**src/rtl/depacketizer_pkg.sv**
```systemverilog
// Shared types and helpers for the gyro HSI depacketizer.
package depacketizer_pkg;

  typedef enum logic [1:0] {
    FILL    = 2'b00,
    DRAIN   = 2'b01,
    DISCARD = 2'b10
  } state_t;

  // Index width for a packet buffer of the given depth, never less than one bit.
  function automatic int clog2(input int value);
    int width;
    width = 0;
    while ((1 << width) < value) width++;
    return (width < 1) ? 1 : width;
  endfunction

endpackage

```
**src/rtl/pkt_word_buf.sv**
```systemverilog
// One-packet word store: synchronous write, combinational read, no reset on storage.
module pkt_word_buf #(
  parameter int DEPTH  = 8,
  parameter int DATA_W = 32,
  parameter int ADDR_W = 3
) (
  input  logic              clock,
  input  logic              we,
  input  logic [ADDR_W-1:0] waddr,
  input  logic [DATA_W-1:0] wdata,
  input  logic [ADDR_W-1:0] raddr,
  output logic [DATA_W-1:0] rdata
);

  logic [DATA_W-1:0] mem [DEPTH];

  always_ff @(posedge clock) begin
    if (we) mem[waddr] <= wdata;
  end

  assign rdata = mem[raddr];

endmodule

```
**src/rtl/depacketizer.sv**
```systemverilog
// Receives fixed-length stream packets, checks framing, buffers one packet
// and replays it as a contiguous word burst with saturating status counters.
module depacketizer #(
  parameter int PKT_WORDS = 8,
  parameter int DATA_W    = 32,
  parameter int CNT_W     = 16
) (
  input  logic              clock,
  input  logic              reset_n,
  input  logic [DATA_W-1:0] s_tdata,
  input  logic              s_tvalid,
  input  logic              s_tlast,
  output logic              s_tready,
  output logic [DATA_W-1:0] data_out,
  output logic              valid_out,
  output logic              last_out,
  output logic              err_pulse,
  output logic [CNT_W-1:0]  pkt_count,
  output logic [CNT_W-1:0]  err_count
);
  import depacketizer_pkg::*;

  localparam int IDX_W = clog2(PKT_WORDS);
  localparam logic [IDX_W-1:0] LAST_IDX = IDX_W'(PKT_WORDS - 1);

  state_t            state;
  state_t            next_state;
  logic [IDX_W-1:0]  wr_idx;
  logic [IDX_W-1:0]  wr_next;
  logic [IDX_W-1:0]  rd_idx;
  logic [IDX_W-1:0]  rd_next;
  logic              accept;
  logic              buf_we;
  logic              err_event;
  logic              pkt_done;
  logic [DATA_W-1:0] rd_data;

  // Held low while in reset so nothing upstream sees a ready before release.
  assign s_tready = reset_n && (state != DRAIN);
  assign accept   = s_tvalid && s_tready;

  pkt_word_buf #(
    .DEPTH  (PKT_WORDS),
    .DATA_W (DATA_W),
    .ADDR_W (IDX_W)
  ) u_buf (
    .clock (clock),
    .we    (buf_we),
    .waddr (wr_idx),
    .wdata (s_tdata),
    .raddr (rd_idx),
    .rdata (rd_data)
  );

  always_ff @(posedge clock or negedge reset_n) begin
    if (!reset_n) begin
      state  <= FILL;
      wr_idx <= '0;
      rd_idx <= '0;
    end else begin
      state  <= next_state;
      wr_idx <= wr_next;
      rd_idx <= rd_next;
    end
  end

  always_comb begin
    next_state = state;
    wr_next    = wr_idx;
    rd_next    = rd_idx;
    buf_we     = 1'b0;
    err_event  = 1'b0;
    pkt_done   = 1'b0;
    case (state)
      FILL: begin
        if (accept) begin
          buf_we = 1'b1;
          if (s_tlast) begin
            wr_next = '0;
            if (wr_idx == LAST_IDX) next_state = DRAIN;
            else                    err_event  = 1'b1;
          end else if (wr_idx == LAST_IDX) begin
            // Over-length packet: swallow the remainder up to its TLAST.
            wr_next    = '0;
            next_state = DISCARD;
            err_event  = 1'b1;
          end else begin
            wr_next = wr_idx + 1'b1;
          end
        end
      end
      DISCARD: begin
        if (accept && s_tlast) next_state = FILL;
      end
      DRAIN: begin
        if (rd_idx == LAST_IDX) begin
          rd_next    = '0;
          next_state = FILL;
          pkt_done   = 1'b1;
        end else begin
          rd_next = rd_idx + 1'b1;
        end
      end
      default: next_state = FILL;
    endcase
  end

  // Output stage and counters; data_out only updates while draining.
  always_ff @(posedge clock or negedge reset_n) begin
    if (!reset_n) begin
      data_out  <= '0;
      valid_out <= 1'b0;
      last_out  <= 1'b0;
      err_pulse <= 1'b0;
      pkt_count <= '0;
      err_count <= '0;
    end else begin
      valid_out <= (state == DRAIN);
      last_out  <= (state == DRAIN) && (rd_idx == LAST_IDX);
      err_pulse <= err_event;
      if (state == DRAIN) data_out <= rd_data;
      if (pkt_done && (pkt_count != {CNT_W{1'b1}})) pkt_count <= pkt_count + 1'b1;
      if (err_event && (err_count != {CNT_W{1'b1}})) err_count <= err_count + 1'b1;
    end
  end

endmodule

```
**config.mk**
```make
export PLATFORM = sky130hd
export DESIGN_NAME = depacketizer
export DESIGN_NICKNAME = d
export VERILOG_FILES = /design/src/rtl/depacketizer_pkg.sv /design/src/rtl/pkt_word_buf.sv /design/src/rtl/depacketizer.sv
export SDC_FILE = /design/constraint.sdc
export NUM_CORES = 1
export LEC_CHECK = 0
export ABC_AREA = 1
export CAP_MARGIN = 40
export CELL_PAD_IN_SITES_DETAIL_PLACEMENT = 1
export CELL_PAD_IN_SITES_GLOBAL_PLACEMENT = 2
export CORE_MARGIN = 8
export CORE_UTILIZATION = 35
export CTS_CLUSTER_SIZE = 24
export DETAILED_ROUTE_END_ITERATION = 8
export GPL_TIMING_DRIVEN = 0
export PLACE_DENSITY_LB_ADDON = 0.1
export SETUP_SLACK_MARGIN = 0.4
export SLEW_MARGIN = 0
export SYNTH_ARGS = -nofsm -noshare
export SYNTH_HDL_FRONTEND = slang
export SYNTH_SLANG_ARGS = --single-unit
```
**constraint.sdc**
```tcl
create_clock -name clock -period 4.8 [get_ports clock]
set_input_delay 0.72 -clock clock [delete_from_list [all_inputs] [get_ports clock]]
set_output_delay 0.72 -clock clock [all_outputs]
set_load 0.01 [all_outputs]
```
Word-level counts from Yosys, hierarchy flattened
Memories as Yosys holds them, arrays and structs flattened. A register that Yosys moved wholly into a read port is not among the register bits.
Index checks and enable logic that the tools add are counted.
{"block": "word_totals", "output_inout_bits": 68, "wordCells": 55, "mem_bits_rw": 256, "input_bits": 36, "reg_bits": 43, "mem_bits_ro": 0, "n_memories": 1, "latchBits": 0}
{"block": "op_classes", "add_sub_neg": 4, "n_bitwise": 0, "eq_ne": 11, "n_shift": 0, "n_reduce_logical": 10, "div_mod_pow": 0, "mul": 0, "magnitude_cmp": 0, "n_mux": 21}
{"name": "u_buf.mem", "words": 8, "width": 32, "read_ports": 1, "rd_clocked_by_memory_dff": 1, "write_ports": 1, "line": "pkt_word_buf.sv:15", "rtl": "logic [DATA_W-1:0] mem [DEPTH];"}
{"operator": "16-bit by 1-bit adder with 16-bit output, second input constant", "n": 2}
{"operator": "16-bit inequality test, second input constant", "n": 2}
{"operator": "2-bit two-way mux", "n": 6}
{"operator": "1-bit two-way mux", "n": 11}
{"operator": "3-bit two-way mux", "n": 3}
{"operator": "2-bit inequality test, second input constant", "n": 4}
{"operator": "3-bit by 1-bit adder with 3-bit output, second input constant", "n": 2}
{"operator": "3-bit equality test, second input constant", "n": 2}
{"operator": "1-bit logical AND", "n": 6}
{"operator": "2-bit case mux with 3 select lines", "n": 1}
{"operator": "4-bit AND reduction", "n": 1}
{"operator": "2-bit by 1-bit equality test with 1-bit output, second input constant", "n": 1}
{"operator": "2-bit equality test, second input constant", "n": 1}
{"operator": "2-bit logical NOT", "n": 1}
{"operator": "2-bit by 1-bit inequality test with 1-bit output, second input constant", "n": 1}
{"operator": "2-bit AND reduction", "n": 1}
{"operator": "1-bit logical NOT", "n": 1}

Depth between registers and ports, before layout
Gate-level depths: netlist of the first run.
{"block": "logic_depth", "word_depth": 7, "depth_mapped": 10, "ltp_nobuf": 9}

By module
Synthesis of the first run repeated with hierarchy kept, for this count alone.
{"block": "unflattened", "cells_unflattened": 1611, "area_unflattened_um2": 14946.8}
{"module": "pkt_word_buf", "area_per_inst_um2": 11232.0, "instances": 1, "seq_area_each_um2": 7687.4, "cells_per_inst": 1124}
{"module": "depacketizer", "area_per_inst_um2": 3714.8, "instances": 1, "seq_area_each_um2": 1876.8, "cells_per_inst": 487}

Worst setup path after synthesis of the first run
OpenSTA, ideal clock, no wires.
{"block": "synth_timing", "path_type": "in2reg", "start": "input s_tvalid", "end": "memory u_buf.mem[2][0], enable pin", "path_stages": 3, "arrival_time_ps": 3444, "setup_ps": 461, "path_buffers": 0, "required_ps": 4339, "slack_ps": 895, "cell_sequence": "nand4_2 -> or2_2 -> nor3_1"}
{"block": "synth_between", "elab_chain_len": 5}
{"item": "start: declaration", "line": "depacketizer.sv:11", "rtl": "input logic s_tvalid,"}
{"item": "1-bit logical AND", "line": "depacketizer.sv:40", "rtl": "assign accept = s_tvalid && s_tready;"}
{"item": "1-bit two-way mux", "line": "depacketizer.sv:76", "rtl": "if (accept) begin"}
{"item": "1-bit two-way mux", "line": "depacketizer.sv:74", "rtl": "case (state)"}
{"item": "1-bit two-way mux", "line": "pkt_word_buf.sv:18", "rtl": "if (we) mem[waddr] <= wdata;"}
{"item": "1-bit two-way mux (implied by the code)", "line": "pkt_word_buf.sv:18"}
{"item": "end: declaration", "line": "pkt_word_buf.sv:15"}
No other way between the ends.

Worst setup path in the final report of the first run
{"block": "layout_timing", "start": "register state[1]", "end": "output s_tready"}
{"block": "layout_between", "elab_chain_len": 2}
{"item": "start: declaration", "line": "depacketizer.sv:26", "rtl": "state_t state;"}
{"item": "start signal: assignment", "line": "depacketizer.sv:61", "rtl": "state <= next_state;"}
{"item": "2-bit by 1-bit inequality test with 1-bit output", "line": "depacketizer.sv:39", "rtl": "assign s_tready = reset_n && (state != DRAIN);"}
{"item": "1-bit logical AND", "line": "depacketizer.sv:39"}
{"item": "end: declaration", "line": "depacketizer.sv:13", "rtl": "output logic s_tready,"}
No other way between the ends.

==> impl.org, run 1 <==
** Critical path
- Origin of the worst setup path :: state[1]
- Crit path kind :: flop to output port
- Along the worst path, the maximum fanout reaches 10.
- The worst setup path is launched from a flop.
- In this run the critical register-to-register path is launched from state[1].
- Required time reported for the critical path endpoint :: 4.08 ns
- At the worst endpoint, the arrival time is 2.56 ns.
- STA classifies the critical path endpoint as an output port.

** Route
- Detailed Routing Iterations Pass 1 :: 4
- DRC marker count from the first detailed-route iteration :: 577
- # DRC :: 0
- Average wire per standard cell :: 20.5 µm
- Across all layers, the routed design uses 9739 vias.
- For this block, the routed nets add up to 41100 µm of wire.
- After detailed routing, the number of vias per cell comes to 4.85.
- Once detail routing completed, the nets flagged for antenna violations numbered 0.

** Logic synthesis
- After synthesis the cells add up to 13800 µm².
- Share of the yosys chip area belonging to registers :: 69.1%
- After technology mapping, the gate count stands at 1285.
- Average cell area after synthesis :: 10.8 µm²
- Largest area contributor in the netlist :: sky130_fd_sc_hd__edfxtp_1
- Ranked by total cell area, the synthesized netlist is headed by sky130_fd_sc_hd__edfxtp_1 56%, sky130_fd_sc_hd__dfrtp_1 14%, sky130_fd_sc_hd__nand2_1 9.8%.
- After synthesis, the share of flip-flops with an asynchronous set or reset is 22.7%.
- Distinct cell type count of the synthesized netlist :: 32
- Area share of the largest cell type after synthesis :: 55.5%
- Total nets after synthesis :: 1327
- For this run, the leading register cell type out of synthesis is sky130_fd_sc_hd__edfxtp_1.
- After synthesis the netlist holds a flip-flop and latch count of 331.
- Dominant cell by count in the synthesized netlist :: sky130_fd_sc_hd__nand2_1
- Cell types with the highest counts after synthesis :: 362 x sky130_fd_sc_hd__nand2_1, 256 x sky130_fd_sc_hd__edfxtp_1, 170 x sky130_fd_sc_hd__nor2_1
- The synthesized design contains 256 enable-type register cells.
- Yosys printed 0 warnings.

** Pwr
- PD cells :: 539 nW/µm²
- Maximum resistive drop on vdd :: 0.311 mV
- The analysis attributes to cell leakage a power of 6.60 nW.

** CTS
- Setup Buffers After CTS :: 0
- CTS Buffer Depth :: 3
- CTS tree :: done
- The tree built by TritonCTS fans out to 331 sinks.
- The clock tree synthesis step divided the H-tree into 2 levels.
- Post-CTS repair changed the size of 0 cells.
- Clk Latency, worst-skew pair :: 0.56 ns
- Clock-pin slew was measured on the worst setup and hold paths at 0.06 ns.
- Root cell of the clock tree :: sky130_fd_sc_hd__clkbuf_16
- Hold repair after CTS inserted 0 buffers.
- TritonCTS created 39 clock buffers.

** STA
- Worst-case headroom to the max-slew limit :: 42.4%
- Clock skew on the completed layout was measured at 0.0220 ns.
- The max-slew violation count is 0.
- The number of endpoints with negative hold slack in the final report came to 0.
- Setup violations remaining at the end of the flow were counted as 0.
- Setup repair after global routing missed its margin :: false
- The routed design could run at a clock period as short as 3.28 ns.
- Post-route fraction of the period consumed by the critical path :: 68.4%
- For the pin with the worst max-slew slack, the measured transition is 0.863 ns.
- After layout, the worst setup slack is 1.52 ns.
- Achievable Freq :: 305 MHz
- For the final routed database, the setup TNS stands at 0 ns.

** Placement
- I/O Buffers :: 103
- The HPWL after detailed placement is 27800 µm.
- In this run the cell area measured after placement is 15900 µm².
- Global placement routability congestion :: 0.723
- Worst setup slack before clock tree synthesis :: 1.01 ns
- Counting tap cells, the placed design contains a total of 1935 instances.

** Cells and area
- Across the whole layout, storage elements account for 9560 µm².
- After filler insertion, the fill cell instance count of the layout stands at 4322.
- In the final layout, the multi-input gates occupy 3750 µm².
- The finished cells cover 17100 µm².
- For this run, the post-layout net count is 1493.
- Fraction of layout cells with a size suffix above 1 :: 9.65%
- Area added between synthesis and finish :: 23.5%
- Fin cells :: 2007
- The number of antenna diodes in the final layout is 0.

** Global route
- Entering global routing, the biggest net connects 56 pins.
- Across every metal layer, demand over resource in global routing totals 18.0%.
- The first global-routing pass estimated 63700 µm of wire.
- Residual overflow from global routing :: 0
- The via count of the first global-routing pass was 10300.
- The number of antenna violations at the first check in global routing was 0.

** Floorplan
- Once the floorplan was initialized, standard cells occupied 35.2% of the core.
- Pin placement for this block handled 104 I/O pins.
- Core ar. :: 39400 µm²
- The floorplan step defined a die boundary enclosing 46200 µm².
- Width of the chip :: 215 µm
- The initialized floorplan defines 73 standard-cell rows.
- Y dimension of the die :: 215 µm

** Min path
- Kind of path behind the tightest hold check :: primary input to async pin

** Status
- Run status :: completed

** Job
- Max-cap check violation count :: 0
where the power goes:
group | leakage [nW] | switching (W) | internal, W | total (W)
clock | 0.600 | 0.00116 | 0.00168 | 0.00284
combinational | 2.71 | 0.00184 | 0.000951 | 0.00279
sequential | 3.28 | 0.000163 | 0.00342 | 0.00359
routing by layer:
metal  share of wire [%]  track usage, %
met5                   0               0
met3                 3.6            2.89
met2                  48            30.2
met1                  46            23.8
met4                 2.1            5.37
layout make-up:
cell class | count | share of cell area [%]
sequential | 331 | 55.9
multi-input combinational | 823 | 22.0
timing repair buffer | 125 | 7.76
clock buffer | 54 | 6.28
tap | 525 | 3.84
buffer | 59 | 1.78
inverter | 72 | 1.58
clock inverter | 18 | 0.885
logic make-up after synthesis:
family / after synthesis / share of synthesized area, %
AO/OA/AOI/OAI: 121 / 4.84
XOR/XNOR: 15 / 0.949
buffers and inverters: 131 / 4.16
adder cells (fa/ha/maj): 6 / 0.542
AND/OR/NAND/NOR: 681 / 20.4
flip-flops: 331 / 69.1
sequential cells by signal, indices dropped and copies added, names as in the netlist:
name       cells
valid_out      1
last_out       1
err_pulse      1
err_count     16
u_buf.mem    256
rd_idx         3
data_out      32
pkt_count     16
wr_idx         3
state          2
per-stage QoR:
stage          total power (W)  hold WS [ns]  utilization (%)
6_report               0.00922         0.100             43.4
5_1_grt                0.00979         0.118             43.4
4_1_cts                0.00939        0.0919             43.4
3_5_place_dp           0.00649         0.468             40.3
3_3_place_gp           0.00638         0.464             39.5
2_1_floorplan          0.00514         0.424                -
final timing paths:
| check | end | slack (ns) | cells past startpoint |
|---|---|---|---|
| worst max register to register | u_buf.mem[0][26] | 2.16 | 7 |
| worst min register to register | data_out[4] | 0.48 | 2 |
| worst max-delay path | s_tready | 1.52 | 6 |
| max in group asynchronous | data_out[6] | 4.03 | 2 |
| min in group clock | data_out[4] | 0.48 | 2 |
| worst min-delay path | pkt_count[4] | 0.10 | 1 |
cells in the final DEF (no fill, tap or decap), types with 5 or more instances in the layout:
cell | netlist | final
sky130_fd_sc_hd__a21oi_1 | 9 | 9
sky130_fd_sc_hd__buf_1 | 5 | 5
sky130_fd_sc_hd__buf_16 | 0 | 5
sky130_fd_sc_hd__buf_2 | 30 | 30
sky130_fd_sc_hd__buf_4 | 4 | 14
sky130_fd_sc_hd__buf_6 | 2 | 9
sky130_fd_sc_hd__clkbuf_1 | 17 | 29
sky130_fd_sc_hd__clkbuf_16 | 0 | 40
sky130_fd_sc_hd__clkdlybuf4s50_1 | 0 | 102
sky130_fd_sc_hd__clkinv_1 | 2 | 7
sky130_fd_sc_hd__clkinv_2 | 0 | 8
sky130_fd_sc_hd__dfrtp_1 | 75 | 75
sky130_fd_sc_hd__edfxtp_1 | 256 | 256
sky130_fd_sc_hd__ha_1 | 6 | 6
sky130_fd_sc_hd__inv_1 | 67 | 67
sky130_fd_sc_hd__nand2_1 | 362 | 362
sky130_fd_sc_hd__nand2_2 | 8 | 8
sky130_fd_sc_hd__nand3_1 | 112 | 112
sky130_fd_sc_hd__nand4_1 | 13 | 13
sky130_fd_sc_hd__nor2_1 | 170 | 166
sky130_fd_sc_hd__nor2_4 | 3 | 7
sky130_fd_sc_hd__o211ai_1 | 24 | 24
sky130_fd_sc_hd__o21ai_0 | 85 | 85
sky130_fd_sc_hd__xnor2_1 | 15 | 15
worst max-delay path: stages (launching register included):
cell and delay (ns):
sky130_fd_sc_hd__dfrtp_1 0.40, sky130_fd_sc_hd__inv_1 0.12, sky130_fd_sc_hd__nand2_2 0.19, sky130_fd_sc_hd__inv_1 0.19, sky130_fd_sc_hd__clkbuf_1 0.53, sky130_fd_sc_hd__nor2_1 0.09
sky130_fd_sc_hd__clkdlybuf4s50_1 0.50
(Power assumes the default switching activity.)
==> inputs of run 2 (changes only) <==
- clock period: 4.8 -> 3.05 ns (I/O delays scaled with it)
==> impl.org, run 2 (synthesized netlist as in run 1, its figures left out) <==
** Cells and area
- Net total in the final layout :: 1500 (+0.47%)
- Area added between synthesis and finish :: 25.6%
- Most common cell after layout, fill and taps aside :: sky130_fd_sc_hd__nand2_1
- Top register by number of flip-flops :: u_buf.mem
- Core utilization of the finished layout :: 44.2% (+0.72 points)
- Antenna Diode Count :: 0 (unchanged)
- The number of fill cells was 4293 (-0.67%).
- Flip-flop count of the largest register after layout :: 256 (unchanged)
- The share of post-route cells with drive strength above 1 is 10.3% (+0.69 points).
- Commonest non-fill, non-tap cells in the layout :: 362 x sky130_fd_sc_hd__nand2_1, 256 x sky130_fd_sc_hd__edfxtp_1, 166 x sky130_fd_sc_hd__nor2_1
- Largest registers :: u_buf.mem: 256 flops, data_out: 32 flops

** Route
- Ratio of routed vias to standard cells :: 4.88 (+0.64%)
- DRC marker count from the first detailed-route iteration :: 503 (-13%)
- Met3 wire length :: 1720 µm (+18%)
- The wire length on met1 is 19300 µm (+1.9%).
- The highest layer touched by signal routing is met4.
- Total wire length after detailed routing :: 42100 µm (+2.4%)
- Detailed Routing Iterations Pass 1 :: 4 (unchanged)
- The number of antenna-violating nets in the routed design is 0 (unchanged).
- # DRC :: 0 (unchanged)
- DR WL met2 :: 20200 µm (+2.0%)
- The post-detailed-route wirelength per cell came to 20.9 µm (+2.0%).
- The via total after detailed routing came to 9840 (+1.0%).

** Pwr
- The worst vdd rail ir drop was 0.498 mV (+60%).
- PD cells :: 855 nW/µm² (+59%)
- The leakage power figure was 6.69 nW (+1.5%).
- The sequential share of power was 38.1% (-0.8 points).
- The cell internal power dissipation came to 0.00971 W (+60%).
- The fraction of power consumed by the clock network came to 31.7% (+0.9 points).
- Switching power summed over all nets :: 0.00515 W (+63%)
- The share of total power consumed by net switching was 34.7% (+0.32 points).
- Combinational Power Share :: 30.3% (about the same)
- The total power came to 0.0149 W (+61%).

** Placement
- I/O Buffers :: 103 (unchanged)
- The placer congestion estimate was 0.753 (+4.2%).
- The placement-stage worst setup slack was -0.341 ns (-1.36 ns).
- Total half-perimeter wirelength after legalization and detailed placement :: 27800 µm (+0.22%)

** CTS
- The tree is rooted in a sky130_fd_sc_hd__clkbuf_16.
- Num Clock Sinks :: 331 (unchanged)
- The clock-pin slew on the worst setup and hold paths was 0.06 ns (about the same).
- The total CTS buffers was 40 (+2.6%).
- CTS Buffer Depth :: 3 (unchanged)
- TritonCTS built the clock tree.
- The latest clock arrival within the worst-skew pair is 0.57 ns (about the same).
- Number of H-tree levels :: 2 (unchanged)

** Global route
- The sum of overflow across all layers after global routing came to 0 (unchanged).
- Overall global routing resource usage :: 18.3% (+0.29 points)
- The largest net degree at the start of global routing was 53 (-5.4%).
- The number of antenna violations at the first check in global routing was 0 (unchanged).
- The global-route wire length before repair is 64600 µm (+1.5%).
- Number of global-route vias before repair :: 10500 (+1.8%)

** Floorplan
- The core footprint was 39400 µm² (unchanged).
- Number of rows created at floorplan :: 73 (unchanged)
- The die footprint came to 46200 µm² (unchanged).
- Boundary Pins :: 104 (unchanged)
- The die outline width was 215 µm (unchanged).
- The starting density of the core came to 35.2% (unchanged).
- The die height came to 215 µm (unchanged).

** STA
- Subtracting the final worst setup slack from the clock period gives 2.56 ns.
- Of the available clock period, the critical path in the final layout requires 84.0%.
- The transition at the pin with the smallest max-transition slack came to 0.865 ns (+0.00134 ns).
- The number of endpoints with negative hold slack in the final report came to 0 (unchanged).
- The max-slew violation count was 0 (unchanged).
- The post-route clock skew came to 0.0221 ns (+0.0000447 ns).
- Worst-case headroom to the max-slew limit :: 42.3% (-0.089 points)
- Min setup slack post-route :: 0.489 ns (-1.03 ns)
- The worst hold-check slack was 0.0649 ns (-0.0352 ns).
- Setup repair after global routing missed its margin :: false
- Achievable Freq :: 390 MHz
- Final count of negative-setup-slack endpoints :: 0 (unchanged)

** Critical path
- Number of cell instances on the worst register-to-register path :: 6 (-1)
- Highest fanout seen on the critical path :: 10 (unchanged)
- Worst-case register-to-register setup slack :: 0.61 ns (-1.55 ns)
- Crit path capture type :: output port
- Reg2reg end :: u_buf.mem[5][20]
- The most critical setup path has its startpoint at state[1].
- The worst setup path is launched from a flop.
- In this run the critical register-to-register path is launched from state[1].
- Crit path kind :: flop to output port
- The most critical setup path has its endpoint at s_tready.
- Required time reported for the critical path endpoint :: 2.59 ns (-1.49 ns)
- Worst endpoint data arrival time :: 2.10 ns (-0.46 ns)

** Status
- Run status :: completed

** Min path
- The worst hold path belongs to the class primary input to async pin.

** Job
- Max-cap check violation count :: 0 (unchanged)
-- run 2: cell types whose count changed in the layout (fill, tap and decap cells not counted), moves of 2 or more --
cell / change
sky130_fd_sc_hd__clkbuf_1: -8
sky130_fd_sc_hd__buf_12: +4
sky130_fd_sc_hd__buf_16: +4
sky130_fd_sc_hd__clkinv_1: +4
sky130_fd_sc_hd__nor3_2: -4
sky130_fd_sc_hd__nor3_4: +4
sky130_fd_sc_hd__clkinvlp_4: +2
-- run 2: timing repair --
item                                   in CTS  in global routing
buffers inserted                            3                  3
setup endpoints to repair                  70                  1
hold buffers                                4                  0
gates resized for setup                     5                  2
endpoints found under the hold margin      23                  0
pin swaps                                   2                  1
-- run 2: cell type report --
class,count,area [µm²],share of cell area [%]
Sequential cell,331,9560,55.0
Multi-Input combinational cell,823,3780,21.8
Timing Repair Buffer,131,1500,8.61
Clock buffer,48,1060,6.10
Tap cell,525,657,3.78
Buffer,59,313,1.80
Inverter,72,270,1.55
Clock inverter,26,238,1.37
-- run 2: worst max-delay path: stages (launching register included) --
cell and delay (ns):
sky130_fd_sc_hd__dfrtp_1 0.39, sky130_fd_sc_hd__inv_1 0.15, sky130_fd_sc_hd__nand2_4 0.11, sky130_fd_sc_hd__inv_1 0.17
sky130_fd_sc_hd__buf_6 0.19, sky130_fd_sc_hd__nor2_1 0.05, sky130_fd_sc_hd__clkdlybuf4s50_1 0.48
-- run 2: worst min path at each step --
stage                   endpoint
floorplan            data_out[0]
global placement    data_out[17]
detailed placement  pkt_count[4]
CTS                 pkt_count[5]
global route        pkt_count[5]
finish              pkt_count[6]
-- run 2: metal layers --
layer / GRT usage [%] / up-vias
met4: 4.64 / 0
met1: 23.9 / 4930
met3: 3.43 / 51
li1: - / 4686
met2: 30.9 / 173
met5: 0 / -
-- run 2: through the flow --
step	area, µm²	setup TNS [ns]	cells
3_3_place_gp	15600	-1642.71	1913
3_5_place_dp	15900	-30.05	1931
5_1_grt	17400	0	2015
6_report	17400	0	2015
2_1_floorplan	13900	-30.80	1285
4_1_cts	17400	0	2012
-- run 2: power groups by stage --
stage | logic (W) | registers, W | clock network (W)
floorplan | 0.00229 | 0.00581 | 0
CTS | 0.00461 | 0.00566 | 0.00482
global route | 0.00500 | 0.00571 | 0.00499
detailed placement | 0.00452 | 0.00574 | 0
finish | 0.00450 | 0.00566 | 0.00470
global placement | 0.00432 | 0.00574 | 0
==> inputs of run 3 (changes only) <==
- clock period: 3.05 -> 2.3 ns (I/O delays scaled with it)
==> impl.org, run 3 (synthesized netlist as in run 1, its figures left out) <==
** STA
- Timing would allow up to 516 MHz.
- The post-route worst setup slack came to 0.364 ns (-0.125 ns).
- Setup repair after global routing missed its margin :: true
- Final count of negative-setup-slack endpoints :: 0 (unchanged)
- The post-route clock skew was 0.0137 ns (-0.00840 ns).
- After layout, the worst path uses 84.2% of the clock period.
- Post-Route Setup TNS :: 0 ns (unchanged)
- The transition at the pin with the smallest max-transition slack is 0.765 ns (-0.0995 ns).
- Final critical delay including setup and external delays :: 1.94 ns
- The tightest slew margin relative to the limit is 49.0% (+6.6 points).
- The number of endpoints with negative hold slack in the final report is 0 (unchanged).
- The max-slew violation count came to 0 (unchanged).

** Job
- The number of violations of the max-capacitance limit came to 0 (unchanged).

** Placement
- Number of placed instances with taps included :: 1928 (-0.16%)
- The placer congestion estimate came to 0.740 (-1.7%).
- The placement-stage worst setup slack is -0.706 ns (-0.365 ns).
- The total placed instance area was 15900 µm² (about the same).
- The count of input and output buffers came to 103 (unchanged).
- Total half-perimeter wirelength after legalization and detailed placement :: 27100 µm (-2.7%)

** Min path
- Kind of path behind the tightest hold check :: primary input to flop
- Depth of the worst hold-timing path :: 5
- Destination of the worst hold path :: state[1]
- Hold Path Origin :: reset_n

** CTS
- Number of H-tree levels :: 2 (unchanged)
- Number of CTS-inserted buffers :: 40 (unchanged)
- The clock-pin slew on the worst setup and hold paths came to 0.05 ns (about the same).
- The maximum number of buffers from clock root to sink was 3 (unchanged).
- The tree is rooted in a sky130_fd_sc_hd__clkbuf_16.
- Num Clock Sinks :: 331 (unchanged)
- CTS tree :: done
- The latest clock arrival within the worst-skew pair was 0.55 ns (-0.02 ns).

** Global route
- The via count of the first global-routing pass came to 10500 (+0.13%).
- First-pass GRT wire length :: 64400 µm (-0.32%)
- Number of antenna violations at the first check in global routing :: 0 (unchanged)
- Residual overflow from global routing :: 0 (unchanged)
- The largest net degree at the start of global routing came to 51 (-3.8%).
- The overall fraction of global-route tracks in use is 18.2% (-0.12 points).

** Critical path
- Crit path capture type :: output port
- The endpoint required time on the critical path was 1.96 ns (-0.63 ns).
- The setup path with the least slack is of type flop to output port.
- The maximum fanout count along the critical path came to 7 (-3).
- Reg2reg end :: u_buf.mem[0][18]
- Startpoint kind of the worst setup timing path :: flop
- Number of cell instances on the worst register-to-register path :: 7 (+1)
- The flop-to-flop setup slack came to 0.37 ns (-0.24 ns).
- The critical path arrival was 1.59 ns (-0.51 ns).
- The startpoint identified for the worst register-to-register timing path is state[0].

** Cells and area
- The register with the most flip-flops in the final layout is u_buf.mem.
- The layout net count was 1535 (+2.3%).
- In the layout the commonest cells are 361 x sky130_fd_sc_hd__nand2_1, 256 x sky130_fd_sc_hd__edfxtp_1, 165 x sky130_fd_sc_hd__nor2_1.
- In the final layout, the registers with the most flip-flops are u_buf.mem: 256 flops, data_out: 32 flops.
- The final instance count without filler cells is 2048 (+1.6%).
- Fraction of layout cells with a size suffix above 1 :: 14.9% (+4.6 points)
- Core utilization of the finished layout :: 45.3% (+1.2 points)
- Area added between synthesis and finish :: 28.9%
- Final cell area excluding filler cells :: 17900 µm² (+2.7%)
- Flip-flop count of the largest register after layout :: 256 (unchanged)
- Antenna Diode Count :: 0 (unchanged)
- The number of fill cells was 4256 (-0.86%).
- The library cell used most frequently in the layout, excluding fill and tap cells, is sky130_fd_sc_hd__nand2_1.

** Floorplan
- The core footprint was 39400 µm² (unchanged).
- The die height is 215 µm (unchanged).
- Width of the chip :: 215 µm (unchanged)
- The number of standard-cell rows in the floorplan is 73 (unchanged).
- The die footprint was 46200 µm² (unchanged).
- The number of top-level pins came to 104 (unchanged).
- The starting density of the core is 35.2% (unchanged).

** Route
- Number of vias after detailed routing :: 9967 (+1.3%)
- The ratio of routed vias to standard cells is 4.87 (-0.34%).
- The total routed wirelength was 42100 µm (+0.16%).
- Average wire per standard cell :: 20.6 µm (-1.5%)
- The first-pass iteration count of the detailed router was 5 (+1).
- DRC marker count from the first detailed-route iteration :: 490 (-2.6%)
- Antenna-violating nets left :: 0 (unchanged)
- # DRC :: 0 (unchanged)

** Pwr
- Leakage :: 7.06 nW (+5.5%)
- The power per standard cell area came to 1120 nW/µm² (+31%).
- Maximum resistive drop on vdd :: 0.692 mV (+39%)

** Status
- The run finished with clean final reports.
## run 3: layout make-up
cell class | instances | area (µm²) | share of cell area, %
clock inverter | 17 | 185 | 1.04
timing repair buffer | 166 | 1850 | 10.3
multi-input combinational | 823 | 3820 | 21.4
inverter | 72 | 274 | 1.53
sequential | 331 | 9590 | 53.7
clock buffer | 55 | 1130 | 6.32
buffer | 59 | 353 | 1.98
tap | 525 | 657 | 3.68
## run 3: how the worst max path moves through the flow
stage | from | end | slack, ns | cells past startpoint
global placement | reset_n | u_buf.mem[0][18] | -4.77 | 4
finish | state[0] | s_tready | 0.36 | 5
detailed placement | reset_n | u_buf.mem[0][18] | -0.71 | 6
global route | state[0] | s_tready | 0.31 | 5
CTS | state[1] | s_tready | 0.06 | 6
floorplan | state[1] | u_buf.mem[0][0] | 0.13 | 4
## run 3: worst max-delay path, stage by stage (launching register included)
cell and delay [ns]:
sky130_fd_sc_hd__dfrtp_2 0.46, sky130_fd_sc_hd__nand2_8 0.12, sky130_fd_sc_hd__clkinvlp_4 0.12, sky130_fd_sc_hd__buf_8 0.16, sky130_fd_sc_hd__nor2_4 0.08, sky130_fd_sc_hd__buf_6 0.10
## run 3: metal layers
metal  vias up  routed length, µm  global-route usage, %
li1       4761                  -                      -
met1      4986              19000                   23.8
met2       168              20800                   30.8
met3        52               1500                   2.82
met4         0                802                   5.32
met5         -                  0                      0
## run 3: report_power, final
| part | switching (W) | internal, W |
|---|---|---|
| Combinational | 0.00393 | 0.00227 |
| Sequential | 0.000360 | 0.00715 |
| Clock | 0.00247 | 0.00387 |
| Total | 0.00676 | 0.0133 |
## run 3: stage by stage
step | hold WS, ns | power, W
6_report | 0.345 | 0.0200
5_1_grt | 0.385 | 0.0211
4_1_cts | 0.294 | 0.0202
3_5_place_dp | 0.310 | 0.0136
3_3_place_gp | 0.465 | 0.0133
2_1_floorplan | 0.0494 | 0.0108
## run 3: timing repair
action / 4_1_cts / 5_1_grt
buffers inserted: 30 / 11
gates resized for setup: 48 / 46
pin swaps: 9 / 5
hold buffers: 5 / 0
setup endpoints to repair: 313 / 163
endpoints found under the hold margin: 25 / 0
cloned: 0 / 2
